==> src/rtl/alu_arbiter.sv <==
`default_nettype none
// ============================================================================
// Module      : alu_arbiter
// Description : Two-requester round-robin arbiter that fronts a single shared
//               combinational ALU. It accepts one command at a time, holds
//               the operands on the ALU for ALU_LAT cycles, then presents the
//               result to the owning requester until it is taken.
//               Optional grant statistics are enabled by the macro
//               ALU_ARB_STATS_EN. When it is undefined, o_gnt_cnt0 and
//               o_gnt_cnt1 are tied to zero.
// Revision    : 1.0 - initial release
// ============================================================================
module alu_arbiter #(
  parameter int N       = 8,
  parameter int OPC_N   = 6,
  parameter int ALU_LAT = 2
) (
  input  logic             i_clock,
  input  logic             i_reset,
  // requester 0 command
  input  logic             i_req0_valid,
  output logic             o_req0_ready,
  input  logic [OPC_N-1:0] i_req0_opc,
  input  logic [N-1:0]     i_req0_a,
  input  logic [N-1:0]     i_req0_b,
  // requester 1 command
  input  logic             i_req1_valid,
  output logic             o_req1_ready,
  input  logic [OPC_N-1:0] i_req1_opc,
  input  logic [N-1:0]     i_req1_a,
  input  logic [N-1:0]     i_req1_b,
  // responses
  output logic             o_rsp0_valid,
  input  logic             i_rsp0_ready,
  output logic [N-1:0]     o_rsp0_data,
  output logic             o_rsp1_valid,
  input  logic             i_rsp1_ready,
  output logic [N-1:0]     o_rsp1_data,
  // shared ALU
  output logic [OPC_N-1:0] o_alu_opc,
  output logic [N-1:0]     o_alu_a,
  output logic [N-1:0]     o_alu_b,
  input  logic [N-1:0]     i_alu_result,
  // status
  output logic             o_busy,
  output logic             o_owner,
  output logic [15:0]      o_gnt_cnt0,
  output logic [15:0]      o_gnt_cnt1
);

  // Counter reload value: EXEC lasts ALU_LAT cycles, counting down to zero.
  localparam logic [3:0] C_LAT_M1 = 4'(ALU_LAT - 1);

  typedef enum logic [1:0] {
    ST_IDLE = 2'd0,
    ST_EXEC = 2'd1,
    ST_RESP = 2'd2
  } state_t;

  state_t           r_state;
  state_t           w_state_nxt;

  logic             r_last;      // requester served most recently
  logic             r_owner;     // requester currently granted
  logic [3:0]       r_cnt;       // EXEC cycles remaining minus one
  logic [OPC_N-1:0] r_opc;
  logic [N-1:0]     r_a;
  logic [N-1:0]     r_b;
  logic [N-1:0]     r_rsp0_data;
  logic [N-1:0]     r_rsp1_data;

  logic             w_sel;       // requester chosen while idle
  logic             w_hs0;
  logic             w_hs1;
  logic             w_hs;
  logic             w_exec_done;
  logic             w_take;

  // Pick a requester: a lone valid wins, a tie goes to the one not served last.
  always_comb begin
    w_sel = 1'b0;
    if (i_req1_valid && !i_req0_valid) begin
      w_sel = 1'b1;
    end else if (i_req0_valid && i_req1_valid) begin
      w_sel = ~r_last;
    end
  end

  assign w_hs0       = (r_state == ST_IDLE) && i_req0_valid && !w_sel;
  assign w_hs1       = (r_state == ST_IDLE) && i_req1_valid &&  w_sel;
  assign w_hs        = w_hs0 || w_hs1;
  assign w_exec_done = (r_state == ST_EXEC) && (r_cnt == 4'd0);
  assign w_take      = (r_state == ST_RESP) &&
                       (r_owner ? i_rsp1_ready : i_rsp0_ready);

  // Ready is gated by reset so nothing is offered while reset is held low.
  assign o_req0_ready = i_reset && w_hs0;
  assign o_req1_ready = i_reset && w_hs1;

  // State register.
  always_ff @(posedge i_clock or negedge i_reset) begin
    if (!i_reset) begin
      r_state <= ST_IDLE;
    end else begin
      r_state <= w_state_nxt;
    end
  end

  // Next-state logic.
  always_comb begin
    w_state_nxt = r_state;
    case (r_state)
      ST_IDLE: if (w_hs)        w_state_nxt = ST_EXEC;
      ST_EXEC: if (w_exec_done) w_state_nxt = ST_RESP;
      ST_RESP: if (w_take)      w_state_nxt = ST_IDLE;
      default:                  w_state_nxt = ST_IDLE;
    endcase
  end

  // Command capture, settle counter, result capture and round-robin pointer.
  always_ff @(posedge i_clock or negedge i_reset) begin
    if (!i_reset) begin
      r_last      <= 1'b1;
      r_owner     <= 1'b0;
      r_cnt       <= 4'd0;
      r_opc       <= '0;
      r_a         <= '0;
      r_b         <= '0;
      r_rsp0_data <= '0;
      r_rsp1_data <= '0;
    end else begin
      if (w_hs) begin
        r_owner <= w_hs1;
        r_cnt   <= C_LAT_M1;
        r_opc   <= w_hs1 ? i_req1_opc : i_req0_opc;
        r_a     <= w_hs1 ? i_req1_a   : i_req0_a;
        r_b     <= w_hs1 ? i_req1_b   : i_req0_b;
      end else if ((r_state == ST_EXEC) && (r_cnt != 4'd0)) begin
        r_cnt <= r_cnt - 4'd1;
      end
      if (w_exec_done) begin
        if (r_owner) begin
          r_rsp1_data <= i_alu_result;
        end else begin
          r_rsp0_data <= i_alu_result;
        end
      end
      if (w_take) begin
        r_last <= r_owner;
      end
    end
  end

  // The operand registers only change on a handshake, so the ALU inputs are
  // stable through EXEC and keep their last values everywhere else.
  assign o_alu_opc = r_opc;
  assign o_alu_a   = r_a;
  assign o_alu_b   = r_b;

  assign o_rsp0_valid = (r_state == ST_RESP) && !r_owner;
  assign o_rsp1_valid = (r_state == ST_RESP) &&  r_owner;
  assign o_rsp0_data  = r_rsp0_data;
  assign o_rsp1_data  = r_rsp1_data;

  assign o_busy  = (r_state != ST_IDLE);
  assign o_owner = r_owner;

`ifdef ALU_ARB_STATS_EN
  logic [15:0] r_gnt_cnt0;
  logic [15:0] r_gnt_cnt1;

  // Per-requester accepted-handshake counters, wrapping naturally at 16 bits.
  always_ff @(posedge i_clock or negedge i_reset) begin
    if (!i_reset) begin
      r_gnt_cnt0 <= 16'd0;
      r_gnt_cnt1 <= 16'd0;
    end else begin
      if (w_hs0) r_gnt_cnt0 <= r_gnt_cnt0 + 16'd1;
      if (w_hs1) r_gnt_cnt1 <= r_gnt_cnt1 + 16'd1;
    end
  end

  assign o_gnt_cnt0 = r_gnt_cnt0;
  assign o_gnt_cnt1 = r_gnt_cnt1;
`else
  assign o_gnt_cnt0 = 16'd0;
  assign o_gnt_cnt1 = 16'd0;
`endif

endmodule
`default_nettype wire
==> config.mk <==
export PLATFORM = sky130hd
export DESIGN_NAME = alu_arbiter
export DESIGN_NICKNAME = d
export VERILOG_FILES = /design/src/rtl/alu_arbiter.sv
export SDC_FILE = /design/constraint.sdc
export NUM_CORES = 1
export LEC_CHECK = 0
export ABC_AREA = 1
export CORE_MARGIN = 2
export CORE_UTILIZATION = 35
export CTS_CLUSTER_DIAMETER = 150
export DETAILED_ROUTE_END_ITERATION = 10
export PLACE_DENSITY = 0.77
export SYNTH_ARGS = -nofsm -noshare
export SYNTH_HDL_FRONTEND = slang
export SYNTH_SLANG_ARGS = --single-unit
==> constraint.sdc <==
create_clock -name i_clock -period 1.4 [get_ports i_clock]
set_input_delay 0.14 -clock i_clock [delete_from_list [all_inputs] [get_ports i_clock]]
set_output_delay 0.14 -clock i_clock [all_outputs]
set_load 0.02 [all_outputs]
======== Yosys cells after proc, flatten, opt, wreduce, memory -nomap -nowiden ========
Index checks and enable logic that the tools add are counted.
word-level totals
  register bits ........................... 46
  bits of input ports ..................... 58
  output and inout port bits .............. 76
  logic and storage cells ................. 54
cells by class
  add/sub/neg operators ................... 1
  eq/ne operators ......................... 5
  muxes and demuxes ....................... 12
  bitwise gates (word level) .............. 2
  reduce and logical (&&, ||, !) cells .... 25
operator list
  operator             number
  $mux 8               2
  $logic_and 1x1->1    13
  $mux 4               2
  $mux 2               3
  $mux 6               1
  $ne 2x2->1 const B   3
  $pmux 2 s3           1
  $logic_not 4->1      1
  $reduce_and 2->1     2
  $reduce_bool 2->1    2
  $reduce_bool 4->1    1
  $sub 4x1->4 const B  1
  $logic_not 1->1      3
  $mux 1               3
  $reduce_and 3->1     1
  $eq 2x1->1 const B   1
  $eq 2x2->1 const B   1
  $logic_not 2->1      1
  $not 1->1            2
  $logic_or 1x1->1     1

======== Depth between registers and ports, before layout ========
Gate-level depths: netlist of run 1.
  depth after elaboration ................. 8
  depth in mapped cells ................... 8
  depth with buffers taken out ............ 8

======== Worst setup path after synthesis of run 1 ========
OpenSTA, ideal clock, no wires.
  kind .................................... register to register
  from .................................... register r_cnt[0]
  to ...................................... register r_rsp1_data[6] (netlist: o_rsp1_data[6])
  setup time .............................. 0.118 ns
  data arrival time ....................... 1.273 ns
  data required time ...................... 1.282 ns
  slack ................................... 0.009 ns
  cell stages (with the launch flop) ...... 9
  path buffers ............................ 1
  clock period less this slack ............ 1.391 ns
  path through ............................ dfrtp_1 inv_1 ha_1 nand2_1 nor2_4 nand3_4 buf_6 nand2_1 o21ai_2
between the ends
  longest elaborated chain between the ends .. 3
RTL lines
  what                        RTL line  source
  start, declared             65        logic [3:0] r_cnt;
  start signal, assigned      139       r_cnt <= r_cnt - 4'd1;
  $logic_not 4->1             92        assign w_exec_done = (r_state == ST_EXEC) && (r_cnt == 4'd0);
  $logic_and 1x1->1           92
  $reduce_and 2->1 (no line)  -
  end signal, assigned        143       r_rsp1_data <= i_alu_result;
  end, declared               70        logic [N-1:0] r_rsp1_data;
No other way between the ends.
A chain may end at the register's enable or synchronous reset.

======== Final worst setup path of run 1 ========
  from .................................... register r_state[1]
  to ...................................... output port o_req0_ready
between the ends
  longest elaborated chain between the ends .. 4
RTL lines
  what                             RTL line  source
  start, declared                  60        state_t r_state;
  start signal, assigned           105       r_state <= w_state_nxt;
  $logic_not 2->1                  89        assign w_hs0 = (r_state == ST_IDLE) && i_req0_valid && !w_sel;
  $logic_and 1x1->1 (2 in series)  89
  $logic_and 1x1->1                97        assign o_req0_ready = i_reset && w_hs0;
  end, declared                    22        output logic o_req0_ready,
No other way between the ends.

==> impl_metrics.xml, run 1 <==
<?xml version="1.0" encoding="UTF-8"?>
<metrics>
  <group name="critical_path">
    <metric name="endpoint_kind" unit="">output pin</metric>
    <metric name="worst-r2r-cell-count" unit="">8</metric>
    <metric name="r2r_setup_slack" unit="ps">-20</metric>
    <metric name="setup.worst_path.class" unit="">reg2out</metric>
    <metric name="path_max_fanout" unit="">3</metric>
    <metric name="r2r-start" unit="">r_cnt[1]$_DFFE_PN0P_</metric>
    <metric name="timing.critical_path.required" unit="ps">1260</metric>
    <metric name="crit_slowest_cell" unit="">sky130_fd_sc_hd__dfrtp_1</metric>
    <metric name="crit_arrival" unit="ps">1340</metric>
    <metric name="critPathLaunchType" unit="">flip-flop</metric>
    <metric name="crit_path_max_incr_delay" unit="ps">420</metric>
    <metric name="regToRegEndpoint" unit="">o_rsp1_data[7]$_DFFE_PN0P_</metric>
    <metric name="cp_cell_sequence" unit="">buf_6 -&gt; nor2_4 -&gt; nand2_2 -&gt; nor3_2 -&gt; buf_4</metric>
  </group>
  <group name="sta">
    <metric name="finClkSkew" unit="ps">6.342</metric>
    <metric name="worst_pin_slew" unit="ps">580.4</metric>
    <metric name="maxSlewHeadroom" unit="%">61.31</metric>
    <metric name="crit_path_time_final" unit="ps">1478</metric>
    <metric name="final_critical_path_setup_slack" unit="ps">-77.84</metric>
    <metric name="fin_crit_sh" unit="%">105.6</metric>
    <metric name="setup_viol" unit="">4</metric>
    <metric name="clock.fmax" unit="MHz">676.7</metric>
    <metric name="whs" unit="ps">384.4</metric>
    <metric name="rsz_0062_raised_after_global_routing" unit="">yes</metric>
    <metric name="finalMaxSlewViolations" unit="">0</metric>
    <metric name="timing_hold_violations_final" unit="">0</metric>
  </group>
  <group name="logic_synthesis">
    <metric name="ys_types" unit="">25</metric>
    <metric name="post-synth-top-area-fraction" unit="%">46.85</metric>
    <metric name="syn-cell-area" unit="sq um">2404</metric>
    <metric name="mux_contribution_to_synthesized_area" unit="%">0</metric>
    <metric name="post_synth.cell_area_avg" unit="sq um">8.584</metric>
    <metric name="yosys_warnings" unit="">0</metric>
    <metric name="post_synth_and_or_nand_nor_area_fraction" unit="%">28.01</metric>
    <metric name="postSynthRegisterBits" unit="">46</metric>
    <metric name="combinational_family_with_the_most_area_after_synthesis" unit="">simple AND/OR/NAND/NOR gates</metric>
    <metric name="asyncSetResetFlopFracSynth" unit="%">100.0</metric>
    <metric name="synth_most_common_cell" unit="">sky130_fd_sc_hd__nand2_1</metric>
    <metric name="synth_adder_area_share" unit="%">0.5206</metric>
    <metric name="synth-edff-count" unit="">0</metric>
    <metric name="yosysTopAreaCell" unit="">sky130_fd_sc_hd__dfrtp_1</metric>
    <metric name="most_used_flip_flop_cell_after_synthesis" unit="">sky130_fd_sc_hd__dfrtp_1</metric>
    <metric name="synthesis.instances" unit="">280</metric>
    <metric name="cell_types_with_the_highest_counts_after_synthesis" unit="">sky130_fd_sc_hd__nand2_1, sky130_fd_sc_hd__dfrtp_1, sky130_fd_sc_hd__nand3_1, sky130_fd_sc_hd__buf_4, sky130_fd_sc_hd__inv_1</metric>
    <metric name="synth_compound_area_share" unit="%">6.507</metric>
    <metric name="post_synthesis_share_of_cell_area_spent_on_xor_and_xnor_gates" unit="%">0.3644</metric>
    <metric name="seq_area_frac_synth" unit="%">47.94</metric>
    <metric name="synth.top_cells.by_area" unit="">sky130_fd_sc_hd__dfrtp_1, sky130_fd_sc_hd__nand2_1, sky130_fd_sc_hd__buf_4, sky130_fd_sc_hd__nand3_1, sky130_fd_sc_hd__o21ai_2</metric>
  </group>
  <group name="final_layout">
    <metric name="insertedDiodeCount" unit="">0</metric>
    <metric name="syn_to_final_growth" unit="%">57.57</metric>
    <metric name="stdcell_count" unit="">488</metric>
    <metric name="num-nets-final" unit="">466</metric>
    <metric name="final.fill_count" unit="">619</metric>
    <metric name="multi_input_comb_area" unit="sq um">1109</metric>
    <metric name="seq_area" unit="sq um">1154</metric>
    <metric name="layout_cell_share_with_drive_strength_beyond_1" unit="%">24.26</metric>
  </group>
  <group name="pwr">
    <metric name="power.density_cell_area" unit="nW/um^2">2142</metric>
    <metric name="power.static_leakage" unit="uW">0.001873</metric>
    <metric name="power_frac_comb" unit="%">57.9</metric>
    <metric name="irDropWorstVdd" unit="V">0.0009704</metric>
    <metric name="pwr-share-seq" unit="%">29.7</metric>
    <metric name="pint" unit="uW">4492</metric>
    <metric name="sw_frac_of_total" unit="%">44.64</metric>
    <metric name="net-switching-power" unit="uW">3622</metric>
    <metric name="pwr-share-clk" unit="%">12.4</metric>
    <metric name="post-layout-total-power" unit="uW">8114</metric>
  </group>
  <group name="run">
    <metric name="number_of_max_cap_violations" unit="">0</metric>
  </group>
  <group name="floorplan">
    <metric name="height_of_the_chip" unit="microns">86.87</metric>
    <metric name="core_area" unit="sq um">6719</metric>
    <metric name="io-pin-count" unit="">134</metric>
    <metric name="chipWidth" unit="microns">86.87</metric>
    <metric name="total_die_area" unit="sq um">7546</metric>
    <metric name="floorplan.rows" unit="">30</metric>
    <metric name="initial_core_util" unit="%">35.77</metric>
  </group>
  <group name="cts">
    <metric name="insertion_delay" unit="ps">300</metric>
    <metric name="clk_transition_reported_paths" unit="ps">90</metric>
    <metric name="number_of_buffers_on_the_longest_clock_path" unit="">2</metric>
    <metric name="cts_tree" unit="">done</metric>
    <metric name="tritoncts_num_sinks" unit="">46</metric>
    <metric name="cts.root.buffer_cell" unit="">sky130_fd_sc_hd__clkbuf_8</metric>
    <metric name="cts_inserted_buffers" unit="">5</metric>
    <metric name="cts-htree-levels" unit="">2</metric>
  </group>
  <group name="grt">
    <metric name="grt_start_max_net_pins" unit="">47</metric>
    <metric name="grt_antenna_before_repair" unit="">0</metric>
    <metric name="grt_first_pass_wirelength" unit="microns">9908</metric>
    <metric name="first_global_vias" unit="">2166</metric>
    <metric name="gr-usage-all-layers" unit="%">16.85</metric>
    <metric name="globalRouteOverflowTotal" unit="">0</metric>
  </group>
  <group name="drt">
    <metric name="vias_per_cell" unit="">4.607</metric>
    <metric name="drt_iter0_markers" unit="">95</metric>
    <metric name="drt-pass1-iter-count" unit="">4</metric>
    <metric name="via_count" unit="">2248</metric>
    <metric name="remaining_drc_errors" unit="">0</metric>
    <metric name="totalWireLength" unit="microns">6736</metric>
    <metric name="antenna_violating_nets_post_route" unit="">0</metric>
    <metric name="post_drt_wl_per_cell" unit="microns">13.80</metric>
  </group>
  <group name="worst_hold_path">
    <metric name="min_delay_worst_endpoint" unit="">r_last$_DFFE_PN1P_</metric>
    <metric name="hold_path.class" unit="">in2reg</metric>
    <metric name="count_of_cells_along_the_worst_hold_path" unit="">3</metric>
    <metric name="worstHoldStart" unit="">i_rsp1_ready</metric>
  </group>
  <group name="place">
    <metric name="port_buffers" unit="">101</metric>
    <metric name="place_hpwl" unit="microns">4434</metric>
    <metric name="post_placement_cell_count" unit="">468</metric>
    <metric name="gp_congestion" unit="">0.7963</metric>
  </group>
  <group name="run_status">
    <metric name="failed_checks" unit="">setup timing</metric>
    <metric name="outcome" unit="">finished, violations left</metric>
  </group>
</metrics>
## registers in the layout (all words and copies together), names as in the netlist
signal,cells
o_alu_a,8
o_alu_b,8
o_rsp0_data,8
o_rsp1_data,8
o_alu_opc,6
r_cnt,4
r_state,2
o_owner,1
r_last,1
## placed cells by master, fill, tap and decap left out, types with 2 or more instances in the layout
master                            instances
sky130_fd_sc_hd__nand3_1                 39
sky130_fd_sc_hd__nand3_2                  2
sky130_fd_sc_hd__dlygate4sd2_1           37
sky130_fd_sc_hd__o21ai_2                 13
sky130_fd_sc_hd__buf_6                    5
sky130_fd_sc_hd__nand2_4                  2
sky130_fd_sc_hd__clkinvlp_4               2
sky130_fd_sc_hd__inv_2                    6
sky130_fd_sc_hd__nor2_2                   2
sky130_fd_sc_hd__dfrtp_1                 44
sky130_fd_sc_hd__nor2_4                   5
sky130_fd_sc_hd__o21ai_1                  3
sky130_fd_sc_hd__clkdlybuf4s50_1         56
sky130_fd_sc_hd__nor2_1                   3
sky130_fd_sc_hd__buf_12                   4
sky130_fd_sc_hd__buf_4                   19
sky130_fd_sc_hd__nand3_4                  4
sky130_fd_sc_hd__nand2_2                 18
sky130_fd_sc_hd__conb_1                  32
sky130_fd_sc_hd__clkbuf_8                 5
sky130_fd_sc_hd__nand2_1                 73
sky130_fd_sc_hd__o21ai_0                  3
sky130_fd_sc_hd__inv_1                   13
sky130_fd_sc_hd__buf_2                    3
## metrics by stage
step	instance area (sq um)	utilization, %	TNS (ps)	setup slack, ps
floorplan	2520	-	0	9.105
global placement	3448	51.32	-5815	-299.3
detailed placement	3448	51.32	-6457	-333.2
CTS	3616	53.82	-258.8	-97.01
global route	3787	56.37	-1734	-122.7
finish	3787	56.37	-173.6	-77.84
## power by group through the flow
stage	Sequential (uW)	Combinational [uW]	Clock (uW)
after detailed placement	2390	4390	0
after CTS	2360	4250	1020
final	2410	4700	1000
after floorplan	3080	1820	0
after global placement	2380	4290	0
after global routing	2490	5120	1070
## kinds of logic after synthesis
| kind of cell | Yosys count |
|---|---|
| XOR/XNOR | 1 |
| flip-flops | 46 |
| adder cells (fa/ha/maj) | 1 |
| buffers and inverters | 62 |
| other | 1 |
| AND/OR/NAND/NOR | 149 |
| AO/OA/AOI/OAI | 20 |
## worst max-delay path by stage
stage                      startpoint                         end  cells past startpoint  slack (ps)
5_1_grt        r_state[1]$_DFFE_PN0P_                o_req0_ready                      5        -120
6_report       r_state[1]$_DFFE_PN0P_                o_req0_ready                      5         -80
2_1_floorplan    r_cnt[0]$_DFFE_PN0P_  o_rsp1_data[6]$_DFFE_PN0P_                      8           9
4_1_cts            r_last$_DFFE_PN1P_                o_req0_ready                      5        -100
3_5_place_dp             i_req0_valid                o_req0_ready                      6        -330
3_3_place_gp             i_req0_valid                o_req0_ready                      6        -300
## worst max-delay path: cells and delay by family (launching register included)
family,cells,cell delay [ps]
flops,1,420
simple gates,3,320
buf+inv,2,290
## what timing repair did
item,CTS,global route
pin swaps,7,8
hold buffers,1,0
setup buffers,4,5
gates resized for setup,75,39
endpoints found under the hold margin,45,0
cloned,1,2
setup endpoints to repair,81,49
## layer usage
| layer | vias to the layer above | part of all wire (%) | global-route usage, % |
|---|---|---|---|
| li1 | 1082 | - | - |
| met1 | 1046 | 38 | 18.58 |
| met2 | 99 | 51 | 31.09 |
| met3 | 21 | 6.1 | 3.981 |
| met4 | 0 | 3.9 | 6.392 |
| met5 | - | 0 | 0 |
## cell type report
cell class	instances	share of cell area (%)
Inverter	21	2.246
Tap cell	80	2.643
Sequential cell	46	30.46
Clock buffer	5	1.817
Clock inverter	3	1.189
Multi-Input combinational cell	205	29.27
Timing Repair Buffer	128	32.38
Power figures use the tool's default switching activity.
==> run 2, diff against run 1 <==
--- a/config.mk
+++ b/config.mk
@@ -11,6 +11,7 @@
 export CTS_CLUSTER_DIAMETER = 150
 export DETAILED_ROUTE_END_ITERATION = 10
 export PLACE_DENSITY = 0.77
+export REMOVE_ABC_BUFFERS = 1
 export SYNTH_ARGS = -nofsm -noshare
 export SYNTH_HDL_FRONTEND = slang
 export SYNTH_SLANG_ARGS = --single-unit
==> impl_metrics.xml, run 2 (same netlist as run 1, synthesis figures left out) <==
<?xml version="1.0" encoding="UTF-8"?>
<metrics>
  <group name="final_layout">
    <metric name="layout_cell_share_with_drive_strength_beyond_1" unit="%">20.73</metric>
    <metric name="finalInstanceArea" unit="sq um">3757</metric>
    <metric name="final_common_cell" unit="">sky130_fd_sc_hd__nand2_1</metric>
    <metric name="layout_common_cells" unit="">sky130_fd_sc_hd__nand2_1, sky130_fd_sc_hd__clkdlybuf4s50_1, sky130_fd_sc_hd__dfrtp_1</metric>
    <metric name="num-nets-final" unit="">468</metric>
    <metric name="insertedDiodeCount" unit="">0</metric>
    <metric name="layout.core_utilization" unit="%">55.92</metric>
    <metric name="final.fill_count" unit="">630</metric>
    <metric name="syn_to_final_growth" unit="%">56.32</metric>
  </group>
  <group name="critical_path">
    <metric name="crit_slowest_cell" unit="">sky130_fd_sc_hd__dfstp_2</metric>
    <metric name="regToRegEndpoint" unit="">o_alu_b[5]$_DFFE_PN0P_</metric>
    <metric name="worst-path-stages" unit="">5</metric>
    <metric name="critPathLaunchType" unit="">flip-flop</metric>
    <metric name="endpoint" unit="">o_req0_ready</metric>
    <metric name="crit_arrival" unit="ps">1330</metric>
    <metric name="path_delay_family" unit="">flip-flops</metric>
    <metric name="setup.worst_path.class" unit="">reg2out</metric>
    <metric name="crit_top_cell" unit="">sky130_fd_sc_hd__nand2_2</metric>
    <metric name="cp_num_buf_inv" unit="">2</metric>
    <metric name="endpoint_kind" unit="">output pin</metric>
    <metric name="critPathLaunch" unit="">r_last$_DFFE_PN1P_</metric>
    <metric name="worst-r2r-cell-count" unit="">7</metric>
    <metric name="cp_cell_sequence" unit="">nand2_2 -&gt; nand2_2 -&gt; inv_2 -&gt; nor3_2 -&gt; buf_4</metric>
    <metric name="r2r-start" unit="">r_last$_DFFE_PN1P_</metric>
    <metric name="r2r_setup_slack" unit="ps">40</metric>
    <metric name="timing.critical_path.required" unit="ps">1260</metric>
    <metric name="path_max_fanout" unit="">2</metric>
    <metric name="crit_path_max_incr_delay" unit="ps">570</metric>
  </group>
  <group name="sta">
    <metric name="finClkSkew" unit="ps">15.78</metric>
    <metric name="clock.fmax" unit="MHz">678.1</metric>
    <metric name="fin_crit_sh" unit="%">105.3</metric>
    <metric name="timing_hold_violations_final" unit="">0</metric>
    <metric name="setup_viol" unit="">3</metric>
    <metric name="finalMaxSlewViolations" unit="">0</metric>
    <metric name="maxSlewHeadroom" unit="%">61.15</metric>
    <metric name="crit_path_time_final" unit="ps">1475</metric>
    <metric name="rsz_0062_raised_after_global_routing" unit="">yes</metric>
    <metric name="final_critical_path_setup_slack" unit="ps">-74.73</metric>
    <metric name="worst_pin_slew" unit="ps">582.8</metric>
  </group>
  <group name="floorplan">
    <metric name="chipWidth" unit="microns">86.87</metric>
    <metric name="height_of_the_chip" unit="microns">86.87</metric>
    <metric name="core_area" unit="sq um">6719</metric>
    <metric name="total_die_area" unit="sq um">7546</metric>
    <metric name="io-pin-count" unit="">134</metric>
    <metric name="floorplan.rows" unit="">30</metric>
    <metric name="initial_core_util" unit="%">35.77</metric>
  </group>
  <group name="place">
    <metric name="port_buffers" unit="">101</metric>
    <metric name="gp_congestion" unit="">0.7718</metric>
    <metric name="postPlaceCellArea" unit="sq um">3456</metric>
    <metric name="place_hpwl" unit="microns">4258</metric>
  </group>
  <group name="grt">
    <metric name="grt_antenna_before_repair" unit="">0</metric>
    <metric name="grt_first_pass_wirelength" unit="microns">9163</metric>
    <metric name="first_global_vias" unit="">2075</metric>
    <metric name="globalRouteOverflowTotal" unit="">0</metric>
    <metric name="gr-usage-all-layers" unit="%">15.44</metric>
    <metric name="grt_start_max_net_pins" unit="">47</metric>
  </group>
  <group name="pwr">
    <metric name="power.static_leakage" unit="uW">0.001909</metric>
    <metric name="irDropWorstVdd" unit="V">0.0009125</metric>
    <metric name="power.density_cell_area" unit="nW/um^2">2070</metric>
  </group>
  <group name="worst_hold_path">
    <metric name="worstHoldStart" unit="">i_rsp1_ready</metric>
    <metric name="hold_path.class" unit="">in2reg</metric>
  </group>
  <group name="drt">
    <metric name="drt_iter0_markers" unit="">36</metric>
    <metric name="remaining_drc_errors" unit="">0</metric>
    <metric name="drt-pass1-iter-count" unit="">4</metric>
    <metric name="totalWireLength" unit="microns">6187</metric>
    <metric name="antenna_violating_nets_post_route" unit="">0</metric>
    <metric name="vias_per_cell" unit="">4.541</metric>
    <metric name="via_count" unit="">2225</metric>
    <metric name="post_drt_wl_per_cell" unit="microns">12.63</metric>
  </group>
  <group name="run">
    <metric name="number_of_max_cap_violations" unit="">0</metric>
  </group>
  <group name="cts">
    <metric name="insertion_delay" unit="ps">300</metric>
    <metric name="number_of_buffers_on_the_longest_clock_path" unit="">2</metric>
    <metric name="cts_tree" unit="">done</metric>
    <metric name="clk_transition_reported_paths" unit="ps">90</metric>
    <metric name="cts.root.buffer_cell" unit="">sky130_fd_sc_hd__clkbuf_8</metric>
    <metric name="cts-htree-levels" unit="">2</metric>
    <metric name="tritoncts_num_sinks" unit="">46</metric>
    <metric name="cts_inserted_buffers" unit="">5</metric>
  </group>
  <group name="run_status">
    <metric name="failed_checks" unit="">setup timing</metric>
    <metric name="outcome" unit="">finished, violations left</metric>
  </group>
</metrics>
run 2: where the power goes:
group	total [uW]	internal, uW	switching, uW
logic	4590	1960	2630
clock network	808	352	457
registers	2380	2000	383
run 2: what timing repair did:
item                       CTS  global route
buffers inserted             0             9
gates resized for setup     64            40
setup endpoints to repair   77            50
hold endpoints to repair    45             0
hold buffers                 1             0
cloned                       0             3
pin swaps                    0             8
run 2: how the worst min path moves through the flow:
| stage | end | slack (ps) | cells after the start |
|---|---|---|---|
| floorplan | o_alu_a[0]$_DFFE_PN0P_ | -160 | 0 |
| global placement | o_alu_b[6]$_DFFE_PN0P_ | 310 | 2 |
| detailed placement | o_alu_b[6]$_DFFE_PN0P_ | 310 | 2 |
| CTS | r_last$_DFFE_PN1P_ | 370 | 3 |
| global route | r_last$_DFFE_PN1P_ | 390 | 3 |
| finish | r_last$_DFFE_PN1P_ | 380 | 3 |
run 2: area by class of cell:
cell class | count | area, sq um | share of cell area, %
clock buffer | 5 | 68.82 | 1.832
clock inverter | 3 | 18.77 | 0.4995
inverter | 21 | 92.59 | 2.464
multi-input combinational | 205 | 1076 | 28.64
sequential | 46 | 1152 | 30.67
tap | 80 | 100.1 | 2.664
timing repair buffer | 130 | 1249 | 33.23
run 2: tightest hold or removal path, stage by stage:
cell and delay (ps):
sky130_fd_sc_hd__clkdlybuf4s50_1 420, sky130_fd_sc_hd__nand2_1 70, sky130_fd_sc_hd__nand2_1 50
run 2: metal layers:
metal | up-vias | GRT usage [%] | wire length, microns
li1 | 1082 | - | -
met1 | 1035 | 18.41 | 2534
met2 | 98 | 25.61 | 2972
met3 | 10 | 6.445 | 565
met4 | 0 | 4.261 | 115
met5 | - | 0 | 0
run 2: stage by stage:
| stage | setup WS (ps) | power, uW | instances | setup TNS [ps] | hold WS, ps |
|---|---|---|---|---|---|
| 2_1_floorplan | 38.14 | 4677 | 270 | 0 | -155.6 |
| 3_3_place_gp | -308.2 | 6685 | 469 | -6150 | 307.8 |
| 3_5_place_dp | -392.9 | 6774 | 469 | -7270 | 309.8 |
| 4_1_cts | -91.20 | 7263 | 478 | -1003 | 368.6 |
| 5_1_grt | -119.7 | 8333 | 490 | -466.9 | 387.9 |
| 6_report | -74.73 | 7779 | 490 | -158.2 | 375.9 |
